==> src/rtl/ddr_wr_burst_ctrl_if.sv <==
// rtl/ddr_wr_burst_ctrl_if.sv - FIFO read, DDR write command/data and response signals of the burst controller
interface ddr_wr_burst_ctrl_if #(
    parameter int DATA_WIDTH  = 64,
    parameter int ADDR_WIDTH  = 28,
    parameter int LEVEL_WIDTH = 10
);
    logic [LEVEL_WIDTH-1:0] fifo_rd_level;
    logic                   fifo_rd_empty;
    logic                   fifo_rd_en;
    logic [DATA_WIDTH-1:0]  fifo_rd_data;
    logic                   cmd_valid;
    logic                   cmd_ready;
    logic [ADDR_WIDTH-1:0]  cmd_addr;
    logic [7:0]             cmd_len;
    logic                   wdata_valid;
    logic                   wdata_ready;
    logic [DATA_WIDTH-1:0]  wdata;
    logic                   wdata_last;
    logic                   wresp_valid;

    modport master (
        input  fifo_rd_level, fifo_rd_empty, fifo_rd_data, cmd_ready, wdata_ready, wresp_valid,
        output fifo_rd_en, cmd_valid, cmd_addr, cmd_len, wdata_valid, wdata, wdata_last
    );

    modport slave (
        output fifo_rd_level, fifo_rd_empty, fifo_rd_data, cmd_ready, wdata_ready, wresp_valid,
        input  fifo_rd_en, cmd_valid, cmd_addr, cmd_len, wdata_valid, wdata, wdata_last
    );
endinterface

==> src/rtl/ddr_wr_burst_ctrl.sv <==
// rtl/ddr_wr_burst_ctrl.sv - drains fixed-length FIFO bursts into DDR write commands; DDR_WR_PINGPONG_EN adds a second frame buffer
module ddr_wr_burst_ctrl #(
    parameter int DATA_WIDTH  = 64,
    parameter int ADDR_WIDTH  = 28,
    parameter int LEVEL_WIDTH = 10,
    parameter int BURST_LEN   = 64,
    parameter int FRAME_BASE  = 0,
    parameter int FRAME_BYTES = 1572864
) (
    input  logic                clk,
    input  logic                rst_n,
    input  logic                frame_start,
    ddr_wr_burst_ctrl_if.master bus,
    output logic                busy,
    output logic                frame_buf_idx
);
`ifdef DDR_WR_PINGPONG_EN
    localparam bit PINGPONG = 1'b1;
`else
    localparam bit PINGPONG = 1'b0;
`endif
    localparam int AW1   = ADDR_WIDTH + 1;
    localparam int CNT_W = $clog2(BURST_LEN) + 1;
    localparam logic [AW1-1:0]        BSTEP     = AW1'(BURST_LEN * DATA_WIDTH / 8);
    localparam logic [AW1-1:0]        FBYTES    = AW1'(FRAME_BYTES);
    localparam logic [ADDR_WIDTH-1:0] BASE0     = ADDR_WIDTH'(FRAME_BASE);
    localparam logic [ADDR_WIDTH-1:0] BASE1     = PINGPONG ? ADDR_WIDTH'(FRAME_BASE + FRAME_BYTES) : BASE0;
    localparam logic [CNT_W-1:0]      LAST_BEAT = CNT_W'(BURST_LEN - 1);
    localparam logic [CNT_W-1:0]      BURST_CNT = CNT_W'(BURST_LEN);

    typedef enum logic [1:0] {IDLE, CMD, DATA, RESP} state_t;

    state_t                 state;
    logic [ADDR_WIDTH-1:0]  cur_addr;
    logic                   pending_frame;
    logic [DATA_WIDTH-1:0]  skid [2];
    logic [1:0]             skid_cnt;
    logic                   wr_ptr;
    logic                   rd_ptr;
    logic                   rd_inflight;
    logic [CNT_W-1:0]       rd_req;
    logic [CNT_W-1:0]       beat_cnt;

    logic [LEVEL_WIDTH-1:0] level;
    logic                   level_ok;
    logic                   pop;
    logic [1:0]             occupancy;
    logic                   new_idx;
    logic [ADDR_WIDTH-1:0]  cur_base;
    logic [ADDR_WIDTH-1:0]  new_base;
    logic [AW1-1:0]         inc_addr;
    logic                   addr_wrap;

    assign level    = bus.fifo_rd_level;
    assign level_ok = (32'(level) >= BURST_LEN);

    always_comb begin
        new_idx   = frame_buf_idx ^ PINGPONG;
        cur_base  = frame_buf_idx ? BASE1 : BASE0;
        new_base  = new_idx ? BASE1 : BASE0;
        inc_addr  = {1'b0, cur_addr} + BSTEP;
        addr_wrap = (inc_addr >= ({1'b0, cur_base} + FBYTES));
    end

    assign bus.wdata_valid = (skid_cnt != 2'd0);
    assign pop             = bus.wdata_valid & bus.wdata_ready;
    assign bus.wdata       = bus.wdata_valid ? skid[rd_ptr] : '0;
    assign bus.wdata_last  = bus.wdata_valid && (beat_cnt == LAST_BEAT);
    assign bus.cmd_len     = bus.cmd_valid ? 8'(BURST_LEN - 1) : 8'd0;
    assign busy            = (state != IDLE);

    // A slot being popped this cycle counts as free, which keeps one beat per clock.
    assign occupancy      = skid_cnt + {1'b0, rd_inflight} - {1'b0, pop};
    assign bus.fifo_rd_en = (state == DATA) && !bus.fifo_rd_empty &&
                            (occupancy < 2'd2) && (rd_req < BURST_CNT);

    always_ff @(posedge clk or negedge rst_n) begin
        if (!rst_n) begin
            state         <= IDLE;
            cur_addr      <= BASE0;
            frame_buf_idx <= 1'b0;
            pending_frame <= 1'b0;
            bus.cmd_valid <= 1'b0;
            bus.cmd_addr  <= '0;
            skid[0]       <= '0;
            skid[1]       <= '0;
            skid_cnt      <= 2'd0;
            wr_ptr        <= 1'b0;
            rd_ptr        <= 1'b0;
            rd_inflight   <= 1'b0;
            rd_req        <= '0;
            beat_cnt      <= '0;
        end else begin
            rd_inflight <= bus.fifo_rd_en;
            if (rd_inflight) begin
                skid[wr_ptr] <= bus.fifo_rd_data;
                wr_ptr       <= ~wr_ptr;
            end
            if (pop) begin
                rd_ptr   <= ~rd_ptr;
                beat_cnt <= beat_cnt + 1'b1;
            end
            skid_cnt <= occupancy;
            if (bus.fifo_rd_en) rd_req <= rd_req + 1'b1;
            if (frame_start && (state != IDLE)) pending_frame <= 1'b1;

            case (state)
                IDLE: begin
                    // A frame start wins over a ready level; the burst then starts a cycle later.
                    if (frame_start) begin
                        cur_addr      <= new_base;
                        frame_buf_idx <= new_idx;
                    end else if (level_ok && !pending_frame) begin
                        state         <= CMD;
                        bus.cmd_valid <= 1'b1;
                        bus.cmd_addr  <= cur_addr;
                    end
                end
                CMD: begin
                    if (bus.cmd_ready) begin
                        bus.cmd_valid <= 1'b0;
                        state         <= DATA;
                        beat_cnt      <= '0;
                        rd_req        <= '0;
                    end
                end
                DATA: begin
                    if (pop && (beat_cnt == LAST_BEAT)) state <= RESP;
                end
                RESP: begin
                    if (bus.wresp_valid) begin
                        state         <= IDLE;
                        pending_frame <= 1'b0;
                        if (pending_frame || frame_start) begin
                            cur_addr      <= new_base;
                            frame_buf_idx <= new_idx;
                        end else if (addr_wrap) begin
                            cur_addr <= cur_base;
                        end else begin
                            cur_addr <= inc_addr[ADDR_WIDTH-1:0];
                        end
                    end
                end
                default: state <= IDLE;
            endcase
        end
    end
endmodule

==> src/flat_wrapper.sv <==
// flat-port wrapper written by rule: the top's interface ports become plain ports
module ddr_wr_burst_ctrl_flat 
#(
    parameter int DATA_WIDTH  = 64,
    parameter int ADDR_WIDTH  = 28,
    parameter int LEVEL_WIDTH = 10,
    parameter int BURST_LEN   = 64,
    parameter int FRAME_BASE  = 0,
    parameter int FRAME_BYTES = 1572864
)
  (clk, rst_n, frame_start, busy, frame_buf_idx, bus_fifo_rd_level, bus_fifo_rd_empty, bus_fifo_rd_data, bus_cmd_ready, bus_wdata_ready, bus_wresp_valid, bus_fifo_rd_en, bus_cmd_valid, bus_cmd_addr, bus_cmd_len, bus_wdata_valid, bus_wdata, bus_wdata_last);
  ddr_wr_burst_ctrl_if #(.DATA_WIDTH(DATA_WIDTH), .ADDR_WIDTH(ADDR_WIDTH), .LEVEL_WIDTH(LEVEL_WIDTH)) bus_i ();
  input  logic clk;
  input  logic rst_n;
  input  logic frame_start;
  output logic busy;
  output logic frame_buf_idx;
  input wire logic [$bits(bus_i.fifo_rd_level)-1:0] bus_fifo_rd_level;
  input wire logic [$bits(bus_i.fifo_rd_empty)-1:0] bus_fifo_rd_empty;
  input wire logic [$bits(bus_i.fifo_rd_data)-1:0] bus_fifo_rd_data;
  input wire logic [$bits(bus_i.cmd_ready)-1:0] bus_cmd_ready;
  input wire logic [$bits(bus_i.wdata_ready)-1:0] bus_wdata_ready;
  input wire logic [$bits(bus_i.wresp_valid)-1:0] bus_wresp_valid;
  output wire logic [$bits(bus_i.fifo_rd_en)-1:0] bus_fifo_rd_en;
  output wire logic [$bits(bus_i.cmd_valid)-1:0] bus_cmd_valid;
  output wire logic [$bits(bus_i.cmd_addr)-1:0] bus_cmd_addr;
  output wire logic [$bits(bus_i.cmd_len)-1:0] bus_cmd_len;
  output wire logic [$bits(bus_i.wdata_valid)-1:0] bus_wdata_valid;
  output wire logic [$bits(bus_i.wdata)-1:0] bus_wdata;
  output wire logic [$bits(bus_i.wdata_last)-1:0] bus_wdata_last;
  assign bus_i.fifo_rd_level = bus_fifo_rd_level;
  assign bus_i.fifo_rd_empty = bus_fifo_rd_empty;
  assign bus_i.fifo_rd_data = bus_fifo_rd_data;
  assign bus_i.cmd_ready = bus_cmd_ready;
  assign bus_i.wdata_ready = bus_wdata_ready;
  assign bus_i.wresp_valid = bus_wresp_valid;
  assign bus_fifo_rd_en = bus_i.fifo_rd_en;
  assign bus_cmd_valid = bus_i.cmd_valid;
  assign bus_cmd_addr = bus_i.cmd_addr;
  assign bus_cmd_len = bus_i.cmd_len;
  assign bus_wdata_valid = bus_i.wdata_valid;
  assign bus_wdata = bus_i.wdata;
  assign bus_wdata_last = bus_i.wdata_last;
  ddr_wr_burst_ctrl #(.DATA_WIDTH(DATA_WIDTH), .ADDR_WIDTH(ADDR_WIDTH), .LEVEL_WIDTH(LEVEL_WIDTH), .BURST_LEN(BURST_LEN), .FRAME_BASE(FRAME_BASE), .FRAME_BYTES(FRAME_BYTES)) u_core (.clk(clk), .rst_n(rst_n), .frame_start(frame_start), .bus(bus_i), .busy(busy), .frame_buf_idx(frame_buf_idx));
endmodule
==> config.mk <==
export PLATFORM = sky130hd
export DESIGN_NAME = ddr_wr_burst_ctrl_flat
export DESIGN_NICKNAME = d
export VERILOG_FILES = /design/src/rtl/ddr_wr_burst_ctrl_if.sv /design/src/rtl/ddr_wr_burst_ctrl.sv /design/src/flat_wrapper.sv
export SDC_FILE = /design/constraint.sdc
export NUM_CORES = 1
export LEC_CHECK = 0
export ABC_AREA = 0
export CORE_MARGIN = 5
export CORE_UTILIZATION = 29
export DETAILED_ROUTE_END_ITERATION = 8
export MAX_ROUTING_LAYER = met4
export PLACE_DENSITY_LB_ADDON = 0.15
export SYNTH_ARGS = -nofsm -noshare
export SYNTH_HDL_FRONTEND = slang
export SYNTH_SLANG_ARGS = --single-unit
==> constraint.sdc <==
create_clock -name clk -period 5.5 [get_ports clk]
set_input_delay 1.65 -clock clk [delete_from_list [all_inputs] [get_ports clk]]
set_output_delay 1.65 -clock clk [all_outputs]
set_load 0.01 [all_outputs]
# == Word-level counts from Yosys, hierarchy flattened ==
# Index checks and enable logic that the tools add are counted.
# totals
ff_bits,207
input_bits,81
elab_cells,93
out_inout_bits,106
# op_classes
order_cmp,7
bitwise,6
n_mux,32
n_eq_ne,10
addsub,5
reduce_logical,20
# ops
cell,count
$mux W64,5
$bwmux W128,1
$mux W28,4
$demux W64 S1,1
$pmux W28 S2,1
$mux W7,6
$add A28 B10 Y29 const B,1
$ge A29 B21 Y1 const B,1
$add A7 B1 Y7 const B,2
$ge A10 B7 Y1 const B,1
$mux W2,5
$ne A2 B2 Y1 const B,5
$logic_and A1 B1 Y1,8
$pmux W2 S4,1
$reduce_bool A2 Y1,4
$eq A7 B6 Y1 const B,1
$lt A7 B7 Y1 const B,1
$mux W1,6
$mux W6,1
$reduce_and A3 Y1,2
$reduce_and A5 Y1,1
$eq A2 B2 Y1 const B,2
$ge A2 B2 Y1 const B,2
$not A1 Y2,2
other kinds (13),16

# == Longest topological paths before layout ==
# Gate-level depths: netlist of run 1.
# depth
word_depth,9
depth_mapped,13
mapped_depth_nobuf,12

# == Worst setup path before layout of run 1 ==
# Ideal clock, no wire load.
# synth_timing
path_kind,in2out
start,input port bus_wdata_ready
end,output port bus_fifo_rd_en
cell_stages,8
required_ps,3850
slack_ps,487
path_buffers,1
arrival_ps,3363
cell_sequence,and2_1 > buf_2 > ha_1 > inv_1 > ha_1 > xnor2_1 > xnor2_1 > nor4b_2
# synth_between
elab_chain_cells,5
# synth_lines
element,line,source
"start, declared",flat_wrapper.sv:22,input wire logic [$bits(bus_i.wdata_ready)-1:0] bus_wdata_ready;
$and A1 B1 Y1,ddr_wr_burst_ctrl.sv:66,assign pop = bus.wdata_valid & bus.wdata_ready;
net u_core.pop,ddr_wr_burst_ctrl.sv:46,logic pop;
$sub A2 B1 Y2,ddr_wr_burst_ctrl.sv:73,"assign occupancy = skid_cnt + {1'b0, rd_inflight} - {1'b0, pop};"
net u_core.occupancy[1],ddr_wr_burst_ctrl.sv:47,logic [1:0] occupancy;
$lt A2 B2 Y1,ddr_wr_burst_ctrl.sv:75,(occupancy < 2'd2) && (rd_req < BURST_CNT);
$logic_and A1 B1 Y1,ddr_wr_burst_ctrl.sv:74,assign bus.fifo_rd_en = (state == DATA) && !bus.fifo_rd_empty &&
$logic_and A1 B1 Y1,ddr_wr_burst_ctrl.sv:75,
"end, declared",flat_wrapper.sv:24,output wire logic [$bits(bus_i.fifo_rd_en)-1:0] bus_fifo_rd_en;
# The timed path passes the listed nets, and every way through them passes these cells.

# == Worst setup path in the final report of run 1 ==
# layout_timing
start,input port bus_wdata_ready
end,output port bus_fifo_rd_en
# layout_between
elab_chain_cells,5
# layout_lines
element,line
$and A1 B1 Y1,ddr_wr_burst_ctrl.sv:66
$sub A2 B1 Y2,ddr_wr_burst_ctrl.sv:73
net u_core.occupancy[1],ddr_wr_burst_ctrl.sv:47
$lt A2 B2 Y1,ddr_wr_burst_ctrl.sv:75
$logic_and A1 B1 Y1,ddr_wr_burst_ctrl.sv:74
$logic_and A1 B1 Y1,ddr_wr_burst_ctrl.sv:75
# The timed path passes the listed nets, and every way through them passes these cells.

==> run metrics, run 1 <==
crit path kind primary input to output pin; Total GRT Usage 13.1%; CTS tree yes; Max-Cap Viols 0; DR vias 5,895; Seq/Total Area, Yosys 53.1%; critical path depth in cells 9; Core Box Area 30,400 um^2; yosys warns 0; FMAX 191 MHz; outcome completed; worst setup margin 0.256 ns; clk sinks 189; Die X 185 um; depth of the most critical reg-to-reg path 7; clk buf depth 2; largest net degree at the start of global routing 110; hold crit path type register to register; Critical Path Sink Type output pin; FF-to-FF Start u_core.cur_addr[9]$_DFFE_PN0P_; wire length per cell 16.4 um; layout cells sized above 1 23.0%; IO buf count 168; Yosys top cell area share 53.1%; Top delay family on crit path buffers and inverters; die footprint 34,300 um^2; setup slack, reg-to-reg 2.41 ns; final count of negative-setup-slack endpoints 0; footprint of the multi-input gates 3860 um^2; Worst path max stage delay 0.39 ns; final WL 21,100 um; htree depth 4; Final nets 971; Worst-Margin Slew 1.03 ns; ys flop type dfrtp_1; Slew Limit Headroom 31.2%; NetSw 0.00209 W; Avg Cell Area, Syn 12.2 um^2; violation count after the first detailed-routing iteration 311; Int Pwr 0.00408 W; total power 0.00618 W; Leakage 5.01 nW; Synth Register Bits 189; sequential share of power 37.2%; worst flop-to-flop path endpoint u_core.cur_addr[13]$_DFFE_PN0P_; final hold vios 0; Num CTS Buffers 17; Switching Share 33.9%; clock skew 0.0200 ns; CP Cell Sequence clkdlybuf4s50_1, and2_1, ha_1, inv_1, ha_1, xnor2_1, xnor2_1, nor4b_2, dlygate4sd2_1; Startpoint Class primary input; hpwl dp 13,700 um; Post-Syn Instances 732; number of flops mapped to enable cells by yosys 0; area leader, netlist dfrtp_1; WP data arrival 3.59 ns; Gate power share 43.2%; synthesized area 8900 um^2; Buf/Inv on CP 3; CTS root buf clkbuf_16; initial antenna violation count 1; clock slew at reported path FFs 0.07 ns; vias per cell 4.57; initial core utilization 29.3%; FILL cells 3,062; GP Congestion 0.778; post-synth cell types 55; top cells by area, synth dfrtp_1 (53%), mux2_2 (18%), mux2i_1 (7.5%); final period utilization 95.4%; Clock Power Share 19.7%; antenna viol nets, final 0; 1st-pass router iterations 4; Sequential Area 4730 um^2; Critical Path Source bus_wdata_ready; CP Max Fanout 3; pre-CTS WS -0.0448 ns; Row Count 64; Worst Min Path Start u_core.skid[60]$_DFFE_PN0P_; grt ovf 0; unrepaired setup endpoints after global routing no; Layout area overhead 29.0%; final worst path period need 5.24 ns; first-pass GRT wire length 34,700 um; Critical Path End bus_fifo_rd_en; Max VDD drop 0.000226 V; leading cell type in the layout, fill and taps excluded dfrtp_1; WP data required 3.85 ns; Power Density 538 nW/um^2; vias in the first global route 6,213; die height 185 um; Residual DRC 0; Critical-path top delay cell clkdlybuf4s50_1; commonest non-fill, non-tap cells in the layout dfrtp_1 (188), clkdlybuf4s50_1 (166), mux2_2 (146); Post-synth ARST share 100%; clock latency on the worst-skew pair 0.44 ns; I/O pin count 187; fin. max-slew vios 0
-- Yosys cell counts (all sizes together), types with 2 or more instances --
cell and count:
nand2 40, inv 13, a21boi 2, o2111ai 4, a21oi 6, o21ai 8, nor2b 4, nor4b 3
a41oi 2, nor4 4, and3 4, xnor2 5, mux2 146, nand3 10, nand4 16, buf 36
dfrtp 189, o41ai 2, and2 10, o22ai 2, o211ai 5, nor2 90, xor2 11, ha 9
clkbuf 24, or4 2, nor3 4, mux2i 67
-- layout make-up --
type                    instances  area share [%]
flip-flops and latches        189            41.2
clock inverters                14            1.29
well taps                     396            4.32
inverters                      13           0.425
diodes                          1          0.0218
repair buffers                179            15.4
clock buffers                  17            3.70
multi-input cells             481            33.6
-- what timing repair did --
| action | in CTS | in global routing |
|---|---|---|
| gates resized for setup | 1 | 0 |
| buffers inserted | 0 | 0 |
| endpoints found under the setup margin | 1 | 0 |
| hold buffers | 0 | 0 |
| endpoints found under the hold margin | 0 | 0 |
-- registers in the layout, indices dropped and copies added (netlist names) --
| name | count |
|---|---|
| u_core.rd_ptr | 1 |
| u_core.pending_frame | 1 |
| u_core.beat_cnt | 7 |
| u_core.rd_req | 7 |
| u_core.state | 2 |
| u_core.rd_inflight | 1 |
| u_core.skid_cnt | 2 |
| u_core.wr_ptr | 1 |
| u_core.cur_addr | 19 |
| u_core.skid | 128 |
| u_core.bus.cmd_addr | 19 |
| u_core.bus.cmd_valid | 1 |
-- stage by stage --
stage	cells	utilization, %	cell area [um^2]	hold WS [ns]	TNS (ns)
floorplan	743	-	8940	0.463	0
global placement	1258	35.8	10900	0.478	-0.0383
detailed placement	1258	35.8	10900	0.482	-0.0448
CTS	1289	37.7	11500	0.507	0
global route	1290	37.7	11500	0.515	0
finish	1290	37.7	11500	0.504	0
-- kinds of logic (layout without fill, tap and decap cells) --
logic type | after synthesis | count (layout) | synth area share (%)
compound gates | 38 | 38 | 3.25
xor+xnor | 16 | 16 | 1.57
fa+ha+maj | 9 | 9 | 1.27
buf+inv | 73 | 223 | 4.13
flops | 189 | 189 | 53.1
mux | 213 | 213 | 26.0
other cells | 1 | 13 | 0.0421
simple gates | 193 | 193 | 10.6
-- worst min path at each step --
| stage | endpoint | slack [ns] | cells after the start |
|---|---|---|---|
| floorplan | u_core.wr_ptr$_DFFE_PN0P_ | 0.46 | 1 |
| global placement | u_core.bus.cmd_addr[15]$_DFFE_PN0P_ | 0.48 | 2 |
| detailed placement | u_core.bus.cmd_addr[17]$_DFFE_PN0P_ | 0.48 | 2 |
| CTS | u_core.bus.cmd_addr[15]$_DFFE_PN0P_ | 0.51 | 2 |
| global route | u_core.skid[22]$_DFFE_PN0P_ | 0.52 | 1 |
| finish | u_core.skid[60]$_DFFE_PN0P_ | 0.50 | 1 |
-- power groups by stage --
stage,clock [W],sequential [W],combinational [W]
finish,0.00121,0.00230,0.00267
global route,0.00131,0.00238,0.00295
CTS,0.00127,0.00230,0.00275
detailed placement,0,0.00233,0.00274
global placement,0,0.00232,0.00272
floorplan,0,0.00217,0.00164
-- routing by layer --
layer  track usage, %  share of wire (%)  routed length, um  vias to the layer above
li1                 -                  -                  -                     2823
met1             17.9                 49              10300                     2914
met2             19.9                 45               9480                      136
met3             2.73                4.9               1040                       22
met4             3.58                1.2                250                        0
met5                -                  0                  0                        -
-- worst register-to-register path, stage by stage (launching register included) --
cell      delay [ns]
dfrtp_1         0.47
ha_1            0.28
nand3_1         0.24
or4_4           0.50
o21a_1          0.21
nor4b_4         0.68
nand3_2         0.37
o211ai_1        0.26
Power figures use the tool's default switching activity.
==> run 2, diff against run 1 <==
--- a/config.mk
+++ b/config.mk
@@ -8,6 +8,7 @@
 export ABC_AREA = 0
 export CORE_MARGIN = 5
 export CORE_UTILIZATION = 29
+export CTS_CLUSTER_SIZE = 8
 export DETAILED_ROUTE_END_ITERATION = 8
 export MAX_ROUTING_LAYER = met4
 export PLACE_DENSITY_LB_ADDON = 0.15
==> results of run 2 <==
No change in the layout: final DEF, timing and power equal those of run 1.
==> run 3, diff against run 2 <==
--- a/config.mk
+++ b/config.mk
@@ -5,7 +5,6 @@
 export SDC_FILE = /design/constraint.sdc
 export NUM_CORES = 1
 export LEC_CHECK = 0
-export ABC_AREA = 0
 export CORE_MARGIN = 5
 export CORE_UTILIZATION = 29
 export CTS_CLUSTER_SIZE = 8
==> results of run 3 <==
No change in the layout: final DEF, timing and power equal those of run 1.
